<file path="src/rtl/cross_arb_pkg.sv">
// Shared types and helpers for the cross-product arbiter.
// Optional full-result port: CROSS_ARB_FULL_RESULT_EN.
package cross_arb_pkg;

  localparam int CA_OPW = 11;
  localparam int TAGW   = 3;
  localparam int NMAX   = 8;

  typedef enum logic {
    IDLE,
    GRANT
  } fsm_e;

  typedef struct packed {
    logic signed [CA_OPW-1:0] ax;
    logic signed [CA_OPW-1:0] ay;
    logic signed [CA_OPW-1:0] bx;
    logic signed [CA_OPW-1:0] by;
    logic [TAGW-1:0]          tag;
  } cp_beat_t;

  // First set request at or after ptr, wrapping modulo n.
  function automatic logic [TAGW-1:0] rr_pick(
    input logic [NMAX-1:0] req,
    input logic [TAGW-1:0] ptr,
    input int              n
  );
    int              idx;
    logic [TAGW-1:0] idx3;
    rr_pick = ptr;
    for (int k = n - 1; k >= 0; k--) begin
      idx  = (int'(ptr) + k) % n;
      idx3 = idx[TAGW-1:0];
      if (req[idx3]) rr_pick = idx3;
    end
  endfunction

endpackage

</file>
<file path="src/rtl/cross_mul_core.sv">
// S2/S3 datapath: sign-magnitude products, difference, flags.
// CROSS_ARB_FULL_RESULT_EN also registers the difference.
module cross_mul_core
  import cross_arb_pkg::*;
#(
  parameter int OPW = CA_OPW
) (
  input  logic                  clk,
  input  logic                  rst_n,
  input  logic                  s1_vld_i,
  input  logic                  s2_vld_i,
  input  logic signed [OPW-1:0] ax_i,
  input  logic signed [OPW-1:0] ay_i,
  input  logic signed [OPW-1:0] bx_i,
  input  logic signed [OPW-1:0] by_i,
  output logic                  pos_o,
  output logic                  zero_o
`ifdef CROSS_ARB_FULL_RESULT_EN
  ,
  output logic signed [2*OPW-1:0] cross_o
`endif
);

  localparam int MW = 2 * OPW - 1;
  localparam int DW = 2 * OPW;

  // -2^(OPW-1) maps to 2^(OPW-1), still fits OPW unsigned bits
  function automatic logic [OPW-1:0] mag(
    input logic signed [OPW-1:0] a
  );
    mag = a[OPW-1] ? (~a + 1'b1) : a;
  endfunction

  logic [MW-1:0]        m0_d, m1_d, m0_q, m1_q;
  logic                 s0_d, s1_d, s0_q, s1_q;
  logic signed [DW-1:0] p0, p1, diff_d;
  logic                 pos_d, zero_d;
  logic                 pos_q, zero_q;

  // S2 inputs: magnitude products and product signs
  always_comb begin
    m0_d = MW'(mag(ax_i)) * MW'(mag(by_i));
    m1_d = MW'(mag(ay_i)) * MW'(mag(bx_i));
    s0_d = ax_i[OPW-1] ^ by_i[OPW-1];
    s1_d = ay_i[OPW-1] ^ bx_i[OPW-1];
  end

  // S2 register, loaded only for a valid beat
  always_ff @(posedge clk or negedge rst_n) begin
    if (!rst_n) begin
      m0_q <= '0;
      m1_q <= '0;
      s0_q <= 1'b0;
      s1_q <= 1'b0;
    end else if (s1_vld_i) begin
      m0_q <= m0_d;
      m1_q <= m1_d;
      s0_q <= s0_d;
      s1_q <= s1_d;
    end
  end

  // S3 inputs: signed difference and its flags
  always_comb begin
    p0 = $signed({1'b0, m0_q});
    p1 = $signed({1'b0, m1_q});
    if (s0_q) p0 = -p0;
    if (s1_q) p1 = -p1;
    diff_d = p0 - p1;
    zero_d = (diff_d == '0);
    pos_d  = !diff_d[DW-1] && !zero_d;
  end

  // S3 flags, held between strobes
  always_ff @(posedge clk or negedge rst_n) begin
    if (!rst_n) begin
      pos_q  <= 1'b0;
      zero_q <= 1'b0;
    end else if (s2_vld_i) begin
      pos_q  <= pos_d;
      zero_q <= zero_d;
    end
  end

  assign pos_o  = pos_q;
  assign zero_o = zero_q;

`ifdef CROSS_ARB_FULL_RESULT_EN
  logic signed [DW-1:0] diff_q;

  // S3 full difference, held like the flags
  always_ff @(posedge clk or negedge rst_n) begin
    if (!rst_n) begin
      diff_q <= '0;
    end else if (s2_vld_i) begin
      diff_q <= diff_d;
    end
  end

  assign cross_o = diff_q;
`endif

endmodule

</file>
<file path="src/rtl/cross_product_arbiter.sv">
// Round-robin burst arbiter over one 3-stage cross-product unit.
// CROSS_ARB_FULL_RESULT_EN adds the rsp_cross output port.
module cross_product_arbiter
  import cross_arb_pkg::*;
#(
  parameter int N_REQ     = 4,
  parameter int OPW       = CA_OPW,
  parameter int MAX_BURST = 8
) (
  input  logic                   clk,
  input  logic                   reset,
  input  logic [N_REQ-1:0]       req,
  input  logic [N_REQ-1:0]       op_valid,
  input  logic [N_REQ*OPW-1:0]   op_ax,
  input  logic [N_REQ*OPW-1:0]   op_ay,
  input  logic [N_REQ*OPW-1:0]   op_bx,
  input  logic [N_REQ*OPW-1:0]   op_by,
  output logic [N_REQ-1:0]       gnt,
  output logic [N_REQ-1:0]       rsp_valid,
  output logic                   rsp_pos,
  output logic                   rsp_zero
`ifdef CROSS_ARB_FULL_RESULT_EN
  ,
  output logic signed [2*OPW-1:0] rsp_cross
`endif
);

  fsm_e             state_q, state_d;
  logic [N_REQ-1:0] gnt_q, gnt_d;
  logic [TAGW-1:0]  idx_q, idx_d;
  logic [TAGW-1:0]  ptr_q, ptr_d;
  logic [3:0]       cnt_q, cnt_d;
  logic [NMAX-1:0]  req_w;
  logic [TAGW-1:0]  pick;
  logic             accept, req_cur, leave;

  cp_beat_t         beat_d, beat_q;
  logic             v1_q, v2_q;
  logic [TAGW-1:0]  tag2_q;
  logic [N_REQ-1:0] rsp_d, rsp_q;

  // Granted requester's status and the round-robin candidate
  always_comb begin
    req_w = '0;
    req_w[N_REQ-1:0] = req;
    pick    = rr_pick(req_w, ptr_q, N_REQ);
    accept  = 1'b0;
    req_cur = 1'b0;
    for (int i = 0; i < N_REQ; i++) begin
      if (idx_q == i[TAGW-1:0]) begin
        accept  = gnt_q[i] & op_valid[i];
        req_cur = req[i];
      end
    end
    leave = (state_q == GRANT) &&
            (!req_cur ||
             (accept && cnt_q == 4'(MAX_BURST - 1)));
  end

  // FSM state register
  always_ff @(posedge clk or negedge reset) begin
    if (!reset) state_q <= IDLE;
    else        state_q <= state_d;
  end

  // FSM next state
  always_comb begin
    state_d = state_q;
    unique case (state_q)
      IDLE:    if (|req) state_d = GRANT;
      GRANT:   if (leave) state_d = IDLE;
      default: state_d = IDLE;
    endcase
  end

  // FSM outputs: grant, owner, burst count, rotation pointer
  always_comb begin
    gnt_d = gnt_q;
    idx_d = idx_q;
    ptr_d = ptr_q;
    cnt_d = cnt_q;
    unique case (state_q)
      IDLE: begin
        if (|req) begin
          idx_d = pick;
          cnt_d = '0;
          for (int i = 0; i < N_REQ; i++)
            gnt_d[i] = (pick == i[TAGW-1:0]);
        end
      end
      GRANT: begin
        if (accept) cnt_d = cnt_q + 4'd1;
        if (leave) begin
          gnt_d = '0;
          ptr_d = (idx_q == TAGW'(N_REQ - 1)) ?
                  '0 : idx_q + 1'b1;
        end
      end
      default: gnt_d = '0;
    endcase
  end

  // Arbitration registers
  always_ff @(posedge clk or negedge reset) begin
    if (!reset) begin
      gnt_q <= '0;
      idx_q <= '0;
      ptr_q <= '0;
      cnt_q <= '0;
    end else begin
      gnt_q <= gnt_d;
      idx_q <= idx_d;
      ptr_q <= ptr_d;
      cnt_q <= cnt_d;
    end
  end

  // S1 operand mux from the granted requester
  always_comb begin
    beat_d     = '0;
    beat_d.tag = idx_q;
    for (int i = 0; i < N_REQ; i++) begin
      if (idx_q == i[TAGW-1:0]) begin
        beat_d.ax = op_ax[i*OPW +: OPW];
        beat_d.ay = op_ay[i*OPW +: OPW];
        beat_d.bx = op_bx[i*OPW +: OPW];
        beat_d.by = op_by[i*OPW +: OPW];
      end
    end
  end

  // Response strobe decoded from the S2 tag
  always_comb begin
    rsp_d = '0;
    for (int i = 0; i < N_REQ; i++)
      rsp_d[i] = v2_q && (tag2_q == i[TAGW-1:0]);
  end

  // S1 register and tag pipe; reset flushes all valids
  always_ff @(posedge clk or negedge reset) begin
    if (!reset) begin
      v1_q   <= 1'b0;
      beat_q <= '0;
      v2_q   <= 1'b0;
      tag2_q <= '0;
      rsp_q  <= '0;
    end else begin
      v1_q  <= accept;
      v2_q  <= v1_q;
      rsp_q <= rsp_d;
      if (accept) beat_q <= beat_d;
      if (v1_q)   tag2_q <= beat_q.tag;
    end
  end

  cross_mul_core #(
    .OPW (OPW)
  ) u_core (
    .clk      (clk),
    .rst_n    (reset),
    .s1_vld_i (v1_q),
    .s2_vld_i (v2_q),
    .ax_i     (beat_q.ax),
    .ay_i     (beat_q.ay),
    .bx_i     (beat_q.bx),
    .by_i     (beat_q.by),
    .pos_o    (rsp_pos),
    .zero_o   (rsp_zero)
`ifdef CROSS_ARB_FULL_RESULT_EN
    ,
    .cross_o  (rsp_cross)
`endif
  );

  assign gnt       = gnt_q;
  assign rsp_valid = rsp_q;

endmodule

</file>
<file path="config.mk">
export PLATFORM = sky130hd
export DESIGN_NAME = cross_product_arbiter
export DESIGN_NICKNAME = d
export VERILOG_FILES = /design/src/rtl/cross_arb_pkg.sv /design/src/rtl/cross_mul_core.sv /design/src/rtl/cross_product_arbiter.sv
export SDC_FILE = /design/constraint.sdc
export NUM_CORES = 1
export LEC_CHECK = 0
export BUFFER_PORTS_ARGS = -buffer_cell sky130_fd_sc_hd__buf_2
export CAP_MARGIN = 20
export CELL_PAD_IN_SITES_DETAIL_PLACEMENT = 2
export CELL_PAD_IN_SITES_GLOBAL_PLACEMENT = 2
export CORE_ASPECT_RATIO = 2
export CORE_MARGIN = 1.5
export CORE_UTILIZATION = 30
export DETAILED_ROUTE_END_ITERATION = 12
export GPL_ROUTABILITY_DRIVEN = 0
export MAX_ROUTING_LAYER = met4
export PLACE_DENSITY = 0.8
export SYNTH_ARGS = -nofsm -noshare
export SYNTH_HDL_FRONTEND = slang
export SYNTH_HIERARCHICAL = 1
export SYNTH_SLANG_ARGS = --single-unit
</file>
<file path="constraint.sdc">
create_clock -name clk -period 14.6 [get_ports clk]
set_input_delay 0.73 -clock clk [delete_from_list [all_inputs] [get_ports clk]]
set_output_delay 0.73 -clock clk [all_outputs]
set_load 0.01 [all_outputs]
</file>
# Yosys cells after proc, flatten, opt, wreduce, memory -nomap -nowiden
# Cells that the tools add are included.
[word_totals]
reg_bits = 117
inputBits = 186
[op_classes]
n_addsub = 12
mul = 2
order_cmp = 4
n_eq_ne = 13
muxes = 40
bitwise_logic = 14
reduce_logical = 23
[ops]
columns = ["operator", "count"]
rows = [
  ["$mux 44", 4],
  ["$add 11x1->11 const B", 4],
  ["$mux 11", 4],
  ["$mux 22", 2],
  ["$neg 21->22", 2],
  ["$not 11->11", 4],
  ["$mul 11x11->21", 2],
  ["$logic_not 22->1", 1],
  ["$sub 22x22->22", 1],
  ["$eq 3x2->1 const B", 6],
  ["$mux 4", 4],
  ["$pmux 4 s2", 2],
  ["$mux 3", 5],
  ["$mux 1", 14],
  ["$lt 3x4->1 const B", 3],
  ["$bmux 1 s3", 3],
  ["$eq 3x1->1 const B", 3],
  ["$logic_not 3->1", 3],
  ["$reduce_and 2->1", 4],
  ["$logic_and 1x1->1", 7],
  ["$reduce_or 2->1", 3],
  ["$add 2x2->2 const B", 2],
  ["$add 4x1->4 const B", 1],
  ["$and 1x1->1", 4],
  ["14 further kinds", 20],
]

# Logic depth before layout (Yosys ltp)
# Gate-level depths: netlist of run 1.
[logic_depth]
word_depth = 12
mapped_depth = 27
ltp_nobuf = 27

# By module
# Netlist of run 1, hierarchy kept.
[modules_own_cells]
columns = ["module", "n_inst", "cells_per_inst", "area_each_um2", "seq_area_each_um2"]
rows = [
  ["cross_mul_core", 1, 1447, 12086.6, 1151.1],
  ["cross_product_arbiter", 1, 476, 3997.6, 1776.7],
]

# Worst setup path after synthesis of run 1
# OpenSTA, ideal clock, no wires.
[synth_timing]
path_kind = "register to register"
start = "register beat_q[3] (netlist name)"
end = "register u_core.m0_q[18]"
setup_time_ns = 0.125
arrival_time_ns = 6.406
t_required_ns = 14.475
setup_slack_ns = 8.069
path_stages_with_launch = 25
n_path_buf = 0
period_less_slack_ns = 6.531
cell_sequence = "dfrtp_1 > clkinv_1 > nand2_1 > or4b_2 > o21ai_0 > xnor2_1 > nand2_1 > fa_1 > fa_1 > fa_1 > inv_1 > fa_1 > inv_1 > fa_1 > inv_1 > ha_1 > a21o_1 > a21o_1 > a21oi_1 > o311ai_0 > o311ai_0 > o2111ai_1 > a21oi_1 > xnor2_1 > mux2_2"
[synth_via]
elab_chain_cells = 4
[synth_rtl]
columns = ["item", "line_no", "rtl"]
rows = [
  ["from (decl)", "cross_product_arbiter.sv:37", "cp_beat_t beat_d, beat_q;"],
  ["from (signal assigned)", "cross_product_arbiter.sv:151", "if (accept) beat_q <= beat_d;"],
  ["$not 11->11", "cross_mul_core.sv:31", "mag = a[OPW-1] ? (~a + 1'b1) : a;"],
  ["$add 11x1->11", "cross_mul_core.sv:31", ""],
  ["$mux 11 (*)", "cross_mul_core.sv:31", ""],
  ["$mul 11x11->21 (*)", "cross_mul_core.sv:42", "m0_d = MW'(mag(ax_i)) * MW'(mag(by_i));"],
  ["to (signal assigned)", "cross_mul_core.sv:56", "m0_q <= m0_d;"],
  ["to (decl)", "cross_mul_core.sv:34", "logic [MW-1:0] m0_d, m1_d, m0_q, m1_q;"],
]
# Every way passes the cells marked *; elsewhere a longest branch is shown, timed or not.
# A chain may end at the register's enable or synchronous reset.

# Worst setup path after layout of run 1
# Ends and elaborated chain as after synthesis.

==> results of run 1 <==
-- how the worst min path moves through the flow --
| stage | start | endpoint | depth (start not counted) |
|---|---|---|---|
| floorplan | reset | beat_q[0] | 0 |
| global placement | beat_q[0] | beat_q[0] | 2 |
| detailed placement | beat_q[2] | beat_q[2] | 1 |
| CTS | reset | beat_q[26] | 1 |
| global route | reset | beat_q[26] | 1 |
| finish | reset | beat_q[26] | 1 |
-- metal layers --
layer	vias to the layer above	track usage
li1	6717	-
met1	7465	0.1959
met4	0	0.1609
met5	-	-
met3	184	0.01924
met2	391	0.4708
-- cell families after synthesis --
kind of cell / Yosys count
mux: 41
compound gates: 337
fa+ha+maj: 304
xor+xnor: 138
buf+inv: 339
flops: 117
simple gates: 647
-- critical path, stage by stage, from the launching register on --
cell       delay (ps)
dfrtp_1           430
clkinv_1          220
nand2_1           130
or4b_2            660
o21ai_0           370
xor2_1            670
nor2_1            150
fa_1              530
fa_1              520
fa_1              530
fa_1              540
inv_1              60
fa_1              530
inv_1              50
ha_1              380
nand4_1           170
nor2_1            150
a21oi_1            70
o311ai_0          110
o311ai_0          220
clkbuf_2          200
o2111ai_1         220
a21oi_1           120
xnor2_1           130
mux2_2            260
-- through the flow --
step                      hold slack, ps    util  instances  setup WS, ps  area, um^2
after CTS                          253.0  0.3478       2752          6968       18380
after global routing               294.2  0.3483       2754          6636       18410
final                              241.5  0.3483       2754          7035       18410
after detailed placement           475.7  0.3350       2720          7002       17710
after global placement             461.2  0.3350       2720          7198       17710
after floorplan                    433.4       -       1923          8069       16080
-- synth_stat cells (5+ instances only) --
| master | instances |
|---|---|
| o31ai_1 | 20 |
| nor3_1 | 65 |
| o21a_1 | 8 |
| xnor2_1 | 86 |
| dfrtp_1 | 117 |
| o41ai_1 | 9 |
| o21bai_1 | 7 |
| a21oi_1 | 88 |
| nand2b_1 | 19 |
| ha_1 | 146 |
| a221oi_1 | 45 |
| fa_1 | 158 |
| o311ai_0 | 5 |
| mux2_2 | 35 |
| o211ai_1 | 5 |
| and3_1 | 11 |
| inv_1 | 264 |
| nor2b_1 | 12 |
| nor4b_1 | 5 |
| and2_1 | 19 |
| a21o_1 | 10 |
| a31oi_1 | 7 |
| nor2_1 | 198 |
| or3_1 | 14 |
| a211oi_1 | 5 |
| nand2_1 | 230 |
| o21ai_0 | 87 |
| nor4_1 | 10 |
| xor2_1 | 52 |
| or2_2 | 8 |
| clkbuf_1 | 63 |
| or4_1 | 9 |
| mux2i_1 | 6 |
| nand3_1 | 16 |
-- flip-flops by register name (all words and copies together) (netlist names) --
signal and cells:
tag2_q 3, v1_q 1, idx_q 3, u_core/m1_q 21
beat_q 47, ptr_q 3, cnt_q 4, u_core/m0_q 21
u_core/s0_q 1, rsp_valid 4, v2_q 1, u_core/zero_o 1
gnt 4, u_core/s1_q 1, u_core/pos_o 1, state_q 1
-- final cells by class --
| class | count | area, um^2 |
|---|---|---|
| Fill cell | 6000 | 34450 |
| Multi-Input combinational cell | 1467 | 11900 |
| Sequential cell | 117 | 2929 |
| Timing Repair Buffer | 206 | 1071 |
| Inverter | 267 | 1002 |
| Tap cell | 665 | 832.0 |
| Clock buffer | 31 | 668.1 |
| Clock inverter | 1 | 5.005 |
==> qor.csv, run 1 <==
metric;value;unit
ys_seq_area_frac;0.1820;
maxSlewHeadroom;0.2466;
yosysTopAreaCell;fa_1;
yosys-top-cells-area;fa_1 (20%), dfrtp_1 (18%), ha_1 (11%);
hold_viol;0;
async_flop_share;1.000;
mostFrequentLayoutCell;inv_1;
critPathCaptureType;flip-flop;
std_cell_rows;119;
muxShareOfSynthArea;0.02824;
drt_wl_total;59820;um
clock-root-buffer;clkbuf_16;
top_layer;met4;
antenna_cells;0;
drt-met1-wl;18900;um
rsz0062_at_grt;no;
vias_per_cell;5.358;
syn_area_per_cell;8.364;um^2
start_kind;flip-flop;
synth_fa_ha_area_frac;0.3102;
syn_inst;1923;
place_hpwl;50420;um
path_class;reg2reg;
ys_warn_count;6;
finalCritPeriodShare;0.5181;
r2r-end;u_core/m0_q[18];
cts_tree;yes;
holdBufCountCts;0;
drv_slew;0;
synth-xor-area-share;0.07515;
port_buffers;195;
start_util;0.3043;
clk_path_buf_depth;3;
clock_latency;510;ps
cts-resized-gates;0;
synth_area;16080;um^2
grt_overflow_total;0;
met3WireLength;1439;um
synth_seq_cells;117;
required;14980;ps
cts.sinks;117;
hp-class;in2async;
grt_pass1_vias;17709;
synth_top_family_by_area;adder cells;
fin_crit;7565;ps
die_width;166.7;um
post-cts-setup-buffer-count;0;
reg2reg_slack;7040;ps
clock_skew;23.34;ps
crit_path_start;beat_q[3];
layout-drive-gt1-share;0.1446;
synthToLayoutAreaGrowth;14.45;%
setup_viol;0;
worst_setup_hold_path_clk_slew;60;ps
wl_met2;35190;um
fp.coreArea;52860;um^2
postRouteAntennaNets;0;
yosys.area_share.simple;0.1862;
drc_errors;1;
ioPinCount;196;
nNetsFinal;2574;
regToRegStartpoint;beat_q[3];
crit_fanout;9;
synth_top_area_frac;0.1967;
cap_violations;0;
grt_max_degree;92;
reg2regPathDepth;24;
critPathArrivalTime;7940;ps
status;complete, but fails checks;
violations;design-rule violations;
avgRoutedWirePerCell;21.72;um
firstDrtPassIters;8;
die_y;330.5;um
synth-main-ff-cell;dfrtp_1;
synth_cell_types;81;
antenna_found_initial;0;
numCtsBuffers;25;
synth_edf_count;0;
drt_iter0_drc;344;
htree_levels;4;
die_area;55100;um^2
worstMarginPinSlew;1122;ps
syn_nets;2413;
synth_compound_area_frac;0.1385;
grt_pass1_wl;95850;um
crit_path_end;u_core/m0_q[18];
fmax;0.1322;GHz
final_cell_mix;inv_1 (264), nand2_1 (230), nor2_1 (198);
dr_total_vias;14757;
grt_usage;0.2319;
fin_setup_tns;0;ps
Power of run 1 is left out: the tool's default activity adds up to more than one toggle a clock period on the data nets, which glitch-free logic cannot reach.
==> inputs of run 2 (changes only) <==
==> constraint.sdc (replaced) <==
create_clock -name clk -period 7.9 [get_ports clk]
set_input_delay 0.395 -clock clk [delete_from_list [all_inputs] [get_ports clk]]
set_output_delay 0.395 -clock clk [all_outputs]
set_load 0.01 [all_outputs]
==> run 2 against run 1 <==
The flow still finishes with violations (design-rule violations). Fmax up 1.0%. Sequential share of layout area shrank 0.15 points. Clock-buffer cell count up 1. Utilization rose by 0.33 points. Sequential cell count unchanged. Via count rose by 0.13%. Die area did not move. Non-clock buffer count is 18 higher. Worst hold slack worse by 53 ps. First-iteration DRC count grew 2.0%. Wire length increased by 0.11%. Setup slack lost 6600 ps. Largest cell class unchanged.
==> qor.csv, run 2 (synthesis gave the netlist of run 1 again) <==
metric;value;unit;change
status;complete, but fails checks;;unchanged
violations;design-rule violations;;unchanged
final_cell_mix;inv_1 (264), nand2_1 (230), nor2_1 (198);;unchanged
ioPinCount;196;;unchanged
drt_iter0_drc;351;;was 344
fillerInstances;6054;;was 6000
grt_max_degree;92;;unchanged
maxSlewHeadroom;0.2848;;was 0.2466
htree_levels;4;;unchanged
die_width;166.7;um;unchanged
die_y;330.5;um;unchanged
path_class;reg2reg;;unchanged
die_area;55100;um^2;unchanged
dp_slack;296.0;ps;was 7002 ps
critPathArrivalTime;7820;ps;was 7940 ps
dr_total_vias;14776;;was 14.76k
firstDrtPassIters;8;;unchanged
place_area;17830;um^2;was 17710 um^2
timing.final.ws_setup;410.3;ps;was 7035 ps
fmax;0.1335;GHz;was 0.1322 GHz
postRouteAntennaNets;0;;unchanged
rsz0062_at_grt;no;;unchanged
antenna_found_initial;1;;was 0
drt_wl_total;59890;um;was 59820 um
hold_depth;3;;
required;8230;ps;was 14980 ps
grt_overflow_total;0;;unchanged
cp_slowest_cell;or4b_2;;was xor2_1
regMostFlops;beat_q;;unchanged
reg.largest.list;beat_q: 47 flops, u_core/m0_q: 21 flops, u_core/m1_q: 21 flops;;unchanged
synthToLayoutAreaGrowth;15.54;%;was 14.45%
grt_usage;0.2318;;was 0.2319
clock_latency;500;ps;was 510 ps
reg2regPathDepth;25;;was 24
clk_path_buf_depth;3;;unchanged
nNetsFinal;2592;;was 2574
drc_errors;1;;unchanged
start_kind;flip-flop;;unchanged
vias_per_cell;5.327;;was 5.358
worst_setup_hold_path_clk_slew;60;ps;about the same
worstMarginPinSlew;1065;ps;was 1122 ps
cpLargestDelayFamily;adder cells;;unchanged
stdcell_area;18580;um^2;was 18410 um^2
fin_crit;7490;ps;was 7565 ps
fin_setup_tns;0;ps;unchanged
hold_viol;0;;unchanged
layout-drive-gt1-share;0.1528;;was 0.1446
cts.sinks;117;;unchanged
finalCritPeriodShare;0.9481;;was 0.5181
critical-path-max-stage-delay;720;ps;was 670 ps
crit_path_frequent_cell;fa_1;;unchanged
mostFrequentLayoutCell;inv_1;;unchanged
grt_pass1_vias;17816;;was 17.71k
port_buffers;195;;unchanged
crit_fanout;9;;unchanged
clock-root-buffer;clkbuf_16;;unchanged
crit_buf_inv;5;;was 4
avgRoutedWirePerCell;21.59;um;was 21.72 um
timing.hold.ws;188.9;ps;was 241.5 ps
fp.coreArea;52860;um^2;unchanged
grt_pass1_wl;95980;um;was 95850 um
largest_register_ffs;47;;unchanged
drv_slew;0;;unchanged
critPathCaptureType;flip-flop;;unchanged
hp-class;in2reg;;was in2async
cts_tree;yes;;unchanged
crit_cells;25;;was 24
place_hpwl;50190;um;was 50420 um
std_cell_rows;119;;unchanged
clock_skew;20.26;ps;was 23.34 ps
reg2reg_slack;410;ps;was 7040 ps
setup_viol;0;;unchanged
cap_violations;0;;unchanged
numCtsBuffers;25;;unchanged
start_util;0.3043;;unchanged
[run 2: cell types whose count changed in the layout (fill, tap and decap cells not counted), sizes merged]
cell and delta:
dlygate4sd3 +1, buf +17, diode +1, clkbuf +1
[run 2: cell type report]
type / count / area, um^2 / area share
repair buffers: 224 / 1216 / 0.06544
clock buffers: 32 / 681.9 / 0.03669
inverters: 267 / 1002 / 0.05393
flip-flops and latches: 117 / 2929 / 0.1576
multi-input cells: 1467 / 11920 / 0.6412
diodes: 1 / 2.502 / 0.0001347
well taps: 665 / 832.0 / 0.04477
clock inverters: 1 / 5.005 / 0.0002693
[run 2: worst paths after layout]
check / start / to
max: beat_q[3] / u_core/m0_q[20]
min: op_ay[41] / beat_q[33]
max reg2reg: beat_q[3] / u_core/m0_q[20]
min reg2reg: beat_q[2] / beat_q[2]
max in group asynchronous: reset / v1_q
min in group asynchronous: reset / beat_q[26]
[run 2: layer usage]
metal	vias to the layer above	global-route usage	share of wire	wire, um
li1	6758	-	-	-
met1	7495	0.1970	0.32	19050
met2	354	0.4751	0.59	35580
met3	169	0.02282	0.022	1336
met4	0	0.1425	0.066	3933
met5	-	-	0	0
[run 2: per-stage QoR]
| stage | utilization | instances |
|---|---|---|
| after CTS | 0.3505 | 2770 |
| after global placement | 0.3373 | 2736 |
| after detailed placement | 0.3373 | 2736 |
| after global routing | 0.3516 | 2774 |
| final | 0.3516 | 2774 |
| after floorplan | - | 1923 |
[run 2: worst register-to-register path: stages (launching register included)]
cell,delay (ps)
dfrtp_1,450
clkinv_1,240
nand2_1,170
or4b_2,720
o21ai_0,360
xnor2_1,320
nand2_1,170
fa_1,570
fa_1,550
inv_1,50
fa_1,510
fa_1,550
inv_1,60
fa_1,530
inv_1,40
ha_1,370
nand4_1,170
nor2_1,60
a21oi_1,150
o311ai_0,150
o311ai_0,190
clkbuf_2,260
o2111ai_1,130
a31oi_1,280
xnor2_1,160
a21oi_1,90
[run 2: what timing repair did]
item	CTS	global route
setup endpoints to repair	0	3
buffers inserted	0	0
hold endpoints to repair	47	0
hold buffers	1	0
gates resized for setup	0	3
Power of run 2 is left out for the same reason.
